[config.mk]
export PLATFORM = sky130hd
export DESIGN_NAME = if_fetch_ctrl
export DESIGN_NICKNAME = d
export VERILOG_FILES = /design/src/rtl/if_pkg.sv /design/src/rtl/if_next_pc_sel.sv /design/src/rtl/if_fetch_ctrl.sv
export SDC_FILE = /design/constraint.sdc
export NUM_CORES = 1
export LEC_CHECK = 0
export CAP_MARGIN = 20
export CORE_MARGIN = 3
export CORE_UTILIZATION = 33
export DETAILED_ROUTE_END_ITERATION = 10
export GPL_ROUTABILITY_DRIVEN = 1
export GPL_TIMING_DRIVEN = 0
export SYNTH_ARGS = -nofsm -noshare
export SYNTH_HDL_FRONTEND = slang
export SYNTH_SLANG_ARGS = --single-unit
[constraint.sdc]
create_clock -name clk -period 4.5 [get_ports clk]
set_input_delay 0.9 -clock clk [delete_from_list [all_inputs] [get_ports clk]]
set_output_delay 0.9 -clock clk [all_outputs]
set_load 0.05 [all_outputs]
[src/rtl/if_pkg.sv]
// rtl/if_pkg.sv - shared encodings for the instruction-fetch controller
package if_pkg;

    localparam logic [31:0] NOP              = 32'h0000_0000;
    localparam logic [31:0] IF_RESET_PC      = 32'h0000_0000;

    typedef enum logic [1:0] {
        ST_BOOT = 2'd0,
        ST_RUN  = 2'd1,
        ST_HALT = 2'd2
    } fetch_state_t;

    // What the IF/ID latch does on the coming edge.
    typedef enum logic [1:0] {
        IFID_HOLD   = 2'd0,
        IFID_LOAD   = 2'd1,
        IFID_BUBBLE = 2'd2
    } ifid_op_t;

endpackage

[src/rtl/if_next_pc_sel.sv]
// rtl/if_next_pc_sel.sv - next-PC, IF/ID action and next-state decode
module if_next_pc_sel
    import if_pkg::*;
#(
    parameter int WIDTH = 32
) (
    input  fetch_state_t     state,
    input  logic             branch_taken,
    input  logic             stall,
    input  logic             halt_req,
    input  logic [WIDTH-1:0] branch_target,
    input  logic [WIDTH-1:0] pc_cur,
    input  logic [WIDTH-1:0] pc_inc,
    output logic [WIDTH-1:0] pc_next,
    output ifid_op_t         ifid_op,
    output fetch_state_t     state_next
);

    always_comb begin
        pc_next    = pc_cur;
        ifid_op    = IFID_HOLD;
        state_next = state;
        case (state)
            ST_BOOT: begin
                state_next = ST_RUN;
                ifid_op    = IFID_BUBBLE;
            end
            ST_RUN: begin
                // A redirect flushes even a stalled IF/ID.
                if (branch_taken) begin
                    pc_next = branch_target;
                    ifid_op = IFID_BUBBLE;
                end else if (!stall) begin
                    pc_next = pc_inc;
                    ifid_op = IFID_LOAD;
                end
                if (halt_req) begin
                    state_next = ST_HALT;
                end
            end
            ST_HALT: begin
                ifid_op = IFID_BUBBLE;
            end
            default: begin
                state_next = ST_BOOT;
                ifid_op    = IFID_BUBBLE;
            end
        endcase
    end

endmodule

[src/rtl/if_fetch_ctrl.sv]
// rtl/if_fetch_ctrl.sv - fetch stage: PC register, IF/ID latch, FSM, checks
module if_fetch_ctrl
    import if_pkg::*;
#(
    parameter int               WIDTH    = 32,
    parameter int               INSTR_W  = 32,
    parameter logic [WIDTH-1:0] RESET_PC = WIDTH'(IF_RESET_PC),
    parameter int               CNT_W    = 16
) (
    input  logic               clk,
    input  logic               rst,
    output logic [WIDTH-1:0]   pc_out,
    input  logic [WIDTH-1:0]   pc_inc,
    input  logic [INSTR_W-1:0] instr_in,
    input  logic               branch_taken,
    input  logic [WIDTH-1:0]   branch_target,
    input  logic               stall,
    input  logic               halt_req,
    output logic [INSTR_W-1:0] ifid_instr,
    output logic [WIDTH-1:0]   ifid_npc,
    output logic               ifid_valid,
    output logic               halted,
    output logic               inc_err,
    output logic [CNT_W-1:0]   fetch_cnt
);

    fetch_state_t     state;
    fetch_state_t     state_next;
    ifid_op_t         ifid_op;
    logic [WIDTH-1:0] pc_next;
    logic [WIDTH-1:0] pc_plus1;

    assign pc_plus1 = pc_out + WIDTH'(1);

    if_next_pc_sel #(.WIDTH(WIDTH)) u_next_pc_sel (
        .state         (state),
        .branch_taken  (branch_taken),
        .stall         (stall),
        .halt_req      (halt_req),
        .branch_target (branch_target),
        .pc_cur        (pc_out),
        .pc_inc        (pc_inc),
        .pc_next       (pc_next),
        .ifid_op       (ifid_op),
        .state_next    (state_next)
    );

    always_ff @(posedge clk or posedge rst) begin
        if (rst) begin
            state      <= ST_BOOT;
            pc_out     <= RESET_PC;
            ifid_instr <= INSTR_W'(NOP);
            ifid_npc   <= '0;
            ifid_valid <= 1'b0;
            halted     <= 1'b0;
            inc_err    <= 1'b0;
            fetch_cnt  <= '0;
        end else begin
            state  <= state_next;
            halted <= (state_next == ST_HALT);
            pc_out <= pc_next;
            case (ifid_op)
                IFID_LOAD: begin
                    ifid_instr <= instr_in;
                    ifid_npc   <= pc_inc;
                    ifid_valid <= 1'b1;
                    if (fetch_cnt != '1) begin
                        fetch_cnt <= fetch_cnt + CNT_W'(1);
                    end
                    // The external incrementer is only trusted on edges that consume it.
                    if (pc_inc != pc_plus1) begin
                        inc_err <= 1'b1;
                    end
                end
                IFID_BUBBLE: begin
                    ifid_instr <= INSTR_W'(NOP);
                    ifid_npc   <= '0;
                    ifid_valid <= 1'b0;
                end
                default: begin
                end
            endcase
        end
    end

endmodule
Yosys cells after proc, flatten, opt, wreduce, memory -nomap -nowiden
Cells that the tools add are included.

Bits in registers: 117. Input bits: 101. Output and inout bits: 115.

Add/subtract/negate cells: 2. Equal/unequal tests: 8. Mux-type cells: 10. Reduce and logical (&&, ||, !) cells: 5.

Operators by type and width (number): case mux 32 bit (2 select lines) (2); two-way mux 32 bit (2); adder 32 x 1 -> 32 bit, second input constant (1); inequality test 32 bit (1); adder 16 x 1 -> 16 bit, second input constant (1); inequality test 16 bit, second input constant (1); equality test 2 bit, second input constant (3); two-way mux 2 bit (3); case mux 2 bit (3 select lines) (1); AND reduction 2 bit (3); equality test 2 x 1 -> 1 bit, second input constant (2); zero test 2 bit (1); inequality test 2 bit, second input constant (1); case mux 1 bit (2 select lines) (1); nonzero test 2 bit (1); two-way mux 1 bit (1).

Logic depth before layout (Yosys ltp)
Depth in word-level cells: 5. Gate-level depth with buffers: 11. Mapped depth without buffers: 10.

Hierarchy
A second synthesis with hierarchy kept.

Cell total of the unflattened synthesis: 565. Area total of the unflattened synthesis: 6194.7 µm².

By module, submodules not included: if_fetch_ctrl (times used 1, cells each 404, area each 5042.3 µm², sequential area each 2927.8 µm²); if_next_pc_sel (times used 1, cells each 161, area each 1152.4 µm², sequential area each 0.0 µm²).

Worst setup path before layout
OpenSTA, ideal clock, no wires.

Kind: input-to-reg. From: input branch_taken. To: register fetch_cnt[14]. Library setup time: 0.080 ns. Arrival: 2.780 ns. Slack: 1.640 ns. Stages: 11. Path buffers: 1. Cell sequence: clkbuf_1 > inv_1 > nand3_1 > or2_2 > inv_1 > ha_1 > o31a_1 > nand4_1 > or2_2 > nor3_1 > xnor2_1.

Longest elaborated chain between the ends: 4.

RTL lines: start: declaration (line if_fetch_ctrl.sv:15) `input logic branch_taken,`; two-way mux 2 bit (line if_next_pc_sel.sv:30) `if (branch_taken) begin`; two-way mux 2 bit (line if_next_pc_sel.sv:23) `case (state)`; equality test 2 x 1 -> 1 bit (line if_fetch_ctrl.sv:62) `case (ifid_op)`; AND reduction 2 bit (no source line); end signal: assignment (line if_fetch_ctrl.sv:68) `fetch_cnt <= fetch_cnt + CNT_W'(1);`; end: declaration (line if_fetch_ctrl.sv:24) `output logic [CNT_W-1:0] fetch_cnt`.

No other way between the ends. A chain may end at the register's enable or synchronous reset.

Final worst setup path
From: input stall. To: register ifid_npc[2].

Longest elaborated chain between the ends: 5. Elaborated cells between the ends (all ways): 7. Those cells by class: 2 x eq/ne; 4 x mux; 1 x reduce/logical.

RTL lines: start: declaration (line if_fetch_ctrl.sv:17) `input logic stall,`; two-way mux 1 bit (*) (line if_next_pc_sel.sv:33) `end else if (!stall) begin`; two-way mux 2 bit (*) (line if_next_pc_sel.sv:30); two-way mux 2 bit (*) (line if_next_pc_sel.sv:23); equality test 2 bit or equality test 2 x 1 -> 1 bit (tied branches) (line if_fetch_ctrl.sv:62); case mux 32 bit (2 select lines) or nonzero test 2 bit (tied branches); end signal: assignment (line if_fetch_ctrl.sv:65) `ifid_npc <= pc_inc;`; end: declaration (line if_fetch_ctrl.sv:20) `output logic [WIDTH-1:0] ifid_npc,`.

Mark *: on every way between the ends. The rest lies on a longest branch, timed or not.

==> metrics.txt <==
# TYPE chip_impl_metric gauge
chip_impl_metric{name="syn_area",unit="um2"} 5954
chip_impl_metric{name="drt-pass1-iter-count",unit=""} 7
chip_impl_metric{name="final_design_area_no_fill",unit="um2"} 9010
chip_impl_info{name="critical_path.most_common_cell",value="sky130_fd_sc_hd__clkbuf_1"} 1
chip_impl_metric{name="floorplan.initialDensity",unit="%"} 34.07
chip_impl_metric{name="max_clock_freq",unit="MHz"} 316.4
chip_impl_metric{name="cellInternalPower",unit="W"} 0.003518
chip_impl_metric{name="antenna_nets_post_route",unit=""} 0
chip_impl_metric{name="synth-edff-count",unit=""} 0
chip_impl_metric{name="vias",unit=""} 5486
chip_impl_metric{name="min_period_over_period",unit="%"} 70.24
chip_impl_metric{name="number_of_cts_inserted_buffers",unit=""} 17
chip_impl_metric{name="total_switching_power",unit="W"} 0.003315
chip_impl_info{name="result_of_the_run",value="finished clean"} 1
chip_impl_metric{name="clk_latency",unit="ns"} 0.42
chip_impl_metric{name="gr_overflow_total",unit=""} 0
chip_impl_metric{name="setup.reg_to_reg.worst_slack",unit="ns"} 1.65
chip_impl_metric{name="drc_violations",unit=""} 0
chip_impl_metric{name="yosys_warnings",unit=""} 0
chip_impl_metric{name="drt_first_iter_violations",unit=""} 241
chip_impl_metric{name="layout-drive-gt1-share",unit="%"} 5.938
chip_impl_metric{name="die_width",unit="um"} 140.3
chip_impl_metric{name="slew-limit-headroom",unit="%"} 39.04
chip_impl_metric{name="path_clk_slew",unit="ns"} 0.06
chip_impl_metric{name="setup_viol_count_final",unit=""} 0
chip_impl_metric{name="drv_cap",unit=""} 0
chip_impl_metric{name="finalWeightedCongestion",unit=""} 0.8374
chip_impl_metric{name="grt_first_pass_wirelength",unit="um"} 30670
chip_impl_info{name="dominantRegCellSynth",value="sky130_fd_sc_hd__dfrtp_1"} 1
chip_impl_info{name="path_cells",value="clkdlybuf4s50_1 > or2_2 > ha_1 > clkbuf_1 > clkbuf_1 > clkbuf_1 > nand2_1 > o21ai_0"} 1
chip_impl_metric{name="grt_util_all_layers",unit="%"} 19.70
chip_impl_info{name="final_common_cell",value="sky130_fd_sc_hd__clkdlybuf4s50_1"} 1
chip_impl_metric{name="cpPeakStageDelay",unit="ns"} 0.48
chip_impl_info{name="min_from",value="state[1]$_DFF_PP0_"} 1
chip_impl_metric{name="grt_start_max_net_pins",unit=""} 62
chip_impl_info{name="crit-reg2reg-capture",value="ifid_npc[2]$_DFFE_PP0P_"} 1
chip_impl_metric{name="timing_worst_slew_pin_value",unit="ns"} 0.9144
chip_impl_metric{name="hold-path-cell-count",unit=""} 1
chip_impl_metric{name="numPlacedInstances",unit=""} 1035
chip_impl_metric{name="n_antenna_cell",unit=""} 0
chip_impl_metric{name="critical_path.n_buffers_inverters",unit=""} 4
chip_impl_metric{name="worst_r2r_path_depth",unit=""} 9
chip_impl_info{name="critical_path_start_end_classification",value="in2reg"} 1
chip_impl_info{name="setup_repair_after_global_routing_missed_its_margin",value="false"} 1
chip_impl_metric{name="cts_sinks",unit=""} 117
chip_impl_info{name="min-delay-path-class",value="reg2reg"} 1
chip_impl_info{name="ctsRootBufferMaster",value="sky130_fd_sc_hd__clkbuf_16"} 1
chip_impl_metric{name="portbufs",unit=""} 214
chip_impl_metric{name="io-pin-count",unit=""} 216
chip_impl_metric{name="die-area",unit="um2"} 19690
chip_impl_metric{name="hold_viol",unit=""} 0
chip_impl_metric{name="routed_via_density",unit=""} 5.142
chip_impl_metric{name="cts-root-to-sink-buffers",unit=""} 2
chip_impl_info{name="timing.rr.start",value="state[1]$_DFF_PP0_"} 1
chip_impl_metric{name="fin_crit",unit="ns"} 3.161
chip_impl_metric{name="grt_antenna_before_repair",unit=""} 1
chip_impl_metric{name="detailed_place.area",unit="um2"} 8411
chip_impl_metric{name="asyncSetResetFlopFracSynth",unit="%"} 100.0
chip_impl_metric{name="irDropWorstVdd",unit="mV"} 0.3936
chip_impl_metric{name="finish.cell_count_without_fillers",unit=""} 1067
chip_impl_metric{name="post_cts.repair.setup_buffers",unit=""} 0
chip_impl_metric{name="synth-seq-area-share",unit="%"} 49.17
chip_impl_metric{name="pwr-share-seq",unit="%"} 26.2
chip_impl_metric{name="ratio_of_total_power_to_cell_area",unit="nW/um2"} 758.3
chip_impl_metric{name="p_leak",unit="nW"} 3.785
chip_impl_metric{name="synth_area_per_cell",unit="um2"} 10.01
chip_impl_info{name="worst_hold_path.endpoint",value="state[0]$_DFF_PP0_"} 1
chip_impl_metric{name="final_core_utilization",unit="%"} 51.55
chip_impl_metric{name="syn_to_final_growth",unit="%"} 51.31
chip_impl_metric{name="std_cell_rows",unit=""} 48
chip_impl_metric{name="wl_per_cell",unit="um"} 18.24
chip_impl_metric{name="worst_ep_arrival_time",unit="ns"} 3.50
chip_impl_metric{name="synthCells",unit=""} 595
chip_impl_metric{name="pins_over_slew_limit",unit=""} 0
chip_impl_info{name="critical_path.startpoint_type",value="input pin"} 1
chip_impl_metric{name="clock_tree.htree_level_count",unit=""} 4
chip_impl_metric{name="timing.setup.tns",unit="ns"} 0
chip_impl_metric{name="crit_path_max_fanout",unit=""} 10
chip_impl_metric{name="required",unit="ns"} 4.84
chip_impl_metric{name="ys_types",unit=""} 48
chip_impl_metric{name="share_comb_of_total_power",unit="%"} 53.8
chip_impl_metric{name="placeableCoreArea",unit="um2"} 17480
chip_impl_metric{name="final_nets",unit=""} 934
chip_impl_metric{name="ctsResizeCount",unit=""} 0
chip_impl_info{name="tritoncts",value="done"} 1
chip_impl_metric{name="drt-total-wl",unit="um"} 19460
chip_impl_metric{name="post_cts_hold_buffer_count",unit=""} 0
chip_impl_metric{name="finalClockSkew",unit="ns"} 0.009999
chip_impl_metric{name="die_height",unit="um"} 140.3
chip_impl_info{name="endpoint_kind",value="register"} 1
chip_impl_metric{name="vias_in_the_first_global_route",unit=""} 5693
chip_impl_metric{name="yosys_register_bits",unit=""} 117
chip_impl_metric{name="synth_nets",unit=""} 700
chip_impl_info{name="critical_path.top_delay_family",value="buffers and inverters"} 1
chip_impl_metric{name="share_clk_of_total_power",unit="%"} 20.0
chip_impl_metric{name="hpwl",unit="um"} 14790
chip_impl_info{name="worst_path_slowest_cell",value="sky130_fd_sc_hd__clkbuf_1"} 1
chip_impl_metric{name="power.switching_fraction",unit="%"} 48.52
chip_impl_info{name="mostFrequentLayoutCells",value="sky130_fd_sc_hd__clkdlybuf4s50_1, sky130_fd_sc_hd__dfrtp_1, sky130_fd_sc_hd__nand2_1"} 1
-- power groups by stage --
stage	registers, W	logic (W)	clock network (W)
5_1_grt	0.00185	0.00390	0.00145
3_5_place_dp	0.00180	0.00368	0
4_1_cts	0.00179	0.00370	0.00140
3_3_place_gp	0.00179	0.00364	0
2_1_floorplan	0.00300	0.00115	0
6_report	0.00179	0.00367	0.00137
-- area by class of cell --
cell class | instances | area [um2]
Buffer | 32 | 123.9
Clock buffer | 19 | 452.9
Clock inverter | 13 | 146.4
Fill cell | 1599 | 8467
Inverter | 11 | 46.29
Multi-Input combinational cell | 435 | 2861
Sequential cell | 117 | 2928
Tap cell | 225 | 281.5
Timing Repair Buffer | 215 | 2170
-- logic make-up after synthesis --
kind of cell	synth area share, %
muxes	6.451
buffers and inverters	2.774
DFF	49.17
AOI/OAI and AO/OA	13.70
adders and majority gates	0.8405
and+or+nand+nor	18.68
xor gates and xnor gates	8.384
-- synthesized netlist by cell type, drive strengths merged, types with 2 or more instances --
library cell / count / share of area, %
and2: 5 / 0.53
o21ai: 39 / 3.3
or2: 3 / 0.32
xor2: 24 / 3.5
nor3: 11 / 1.0
nand4: 15 / 1.8
xnor2: 33 / 4.9
o22ai: 2 / 0.21
ha: 4 / 0.84
o21a: 3 / 0.38
buf: 3 / 0.25
dfrtp: 117 / 49
a211oi: 3 / 0.46
and4b: 2 / 0.34
nand2: 50 / 3.2
mux2: 3 / 0.57
nand2b: 33 / 3.5
inv: 11 / 0.69
a22oi: 2 / 0.25
nand3: 21 / 1.8
mux2i: 35 / 5.9
clkbuf: 29 / 1.8
or3: 3 / 0.32
nor2: 43 / 2.7
o31ai: 2 / 0.25
nor4: 6 / 1.2
a22o: 33 / 4.9
and4: 4 / 0.61
a21oi: 38 / 3.2
and3: 6 / 0.63
a31oi: 4 / 0.42
-- state kept, by name (all words and copies together) (netlist names) --
name and cells:
ifid_instr 32, ifid_npc 32, pc_out 32, fetch_cnt 16
state 2, halted 1, ifid_valid 1, inc_err 1
-- stage by stage --
| step | power [W] | hold slack [ns] | worst slack [ns] |
|---|---|---|---|
| final | 0.006832 | 0.4162 | 1.339 |
| after global routing | 0.007196 | 0.4596 | 1.058 |
| after CTS | 0.006887 | 0.4216 | 1.278 |
| after detailed placement | 0.005478 | 0.4083 | 0.8035 |
| after global placement | 0.005425 | 0.4089 | -1.238 |
| after floorplan | 0.004151 | 0.3995 | 0.4992 |
-- metal layers --
layer / wire length, um / GRT usage, % / up-vias
li1: - / - / 2572
met1: 8080 / 24.37 / 2677
met2: 9360 / 32.28 / 210
met3: 1699 / 7.443 / 25
met4: 305 / 5.558 / 2
met5: 14 / 0 / -
-- how the worst max path moves through the flow --
stage                             from                  endpoint  slack [ns]  cells after the start
after floorplan                    rst  fetch_cnt[0]$_DFFE_PP0P_        0.50                      1
after global placement             rst  ifid_npc[19]$_DFFE_PP0P_       -1.24                      2
after detailed placement  branch_taken  ifid_npc[14]$_DFFE_PP0P_        0.80                     10
after CTS                 branch_taken  ifid_npc[14]$_DFFE_PP0P_        1.28                     10
after global routing      branch_taken  ifid_npc[19]$_DFFE_PP0P_        1.06                     10
final                            stall   ifid_npc[2]$_DFFE_PP0P_        1.34                      8
(Power assumes the default switching activity.)
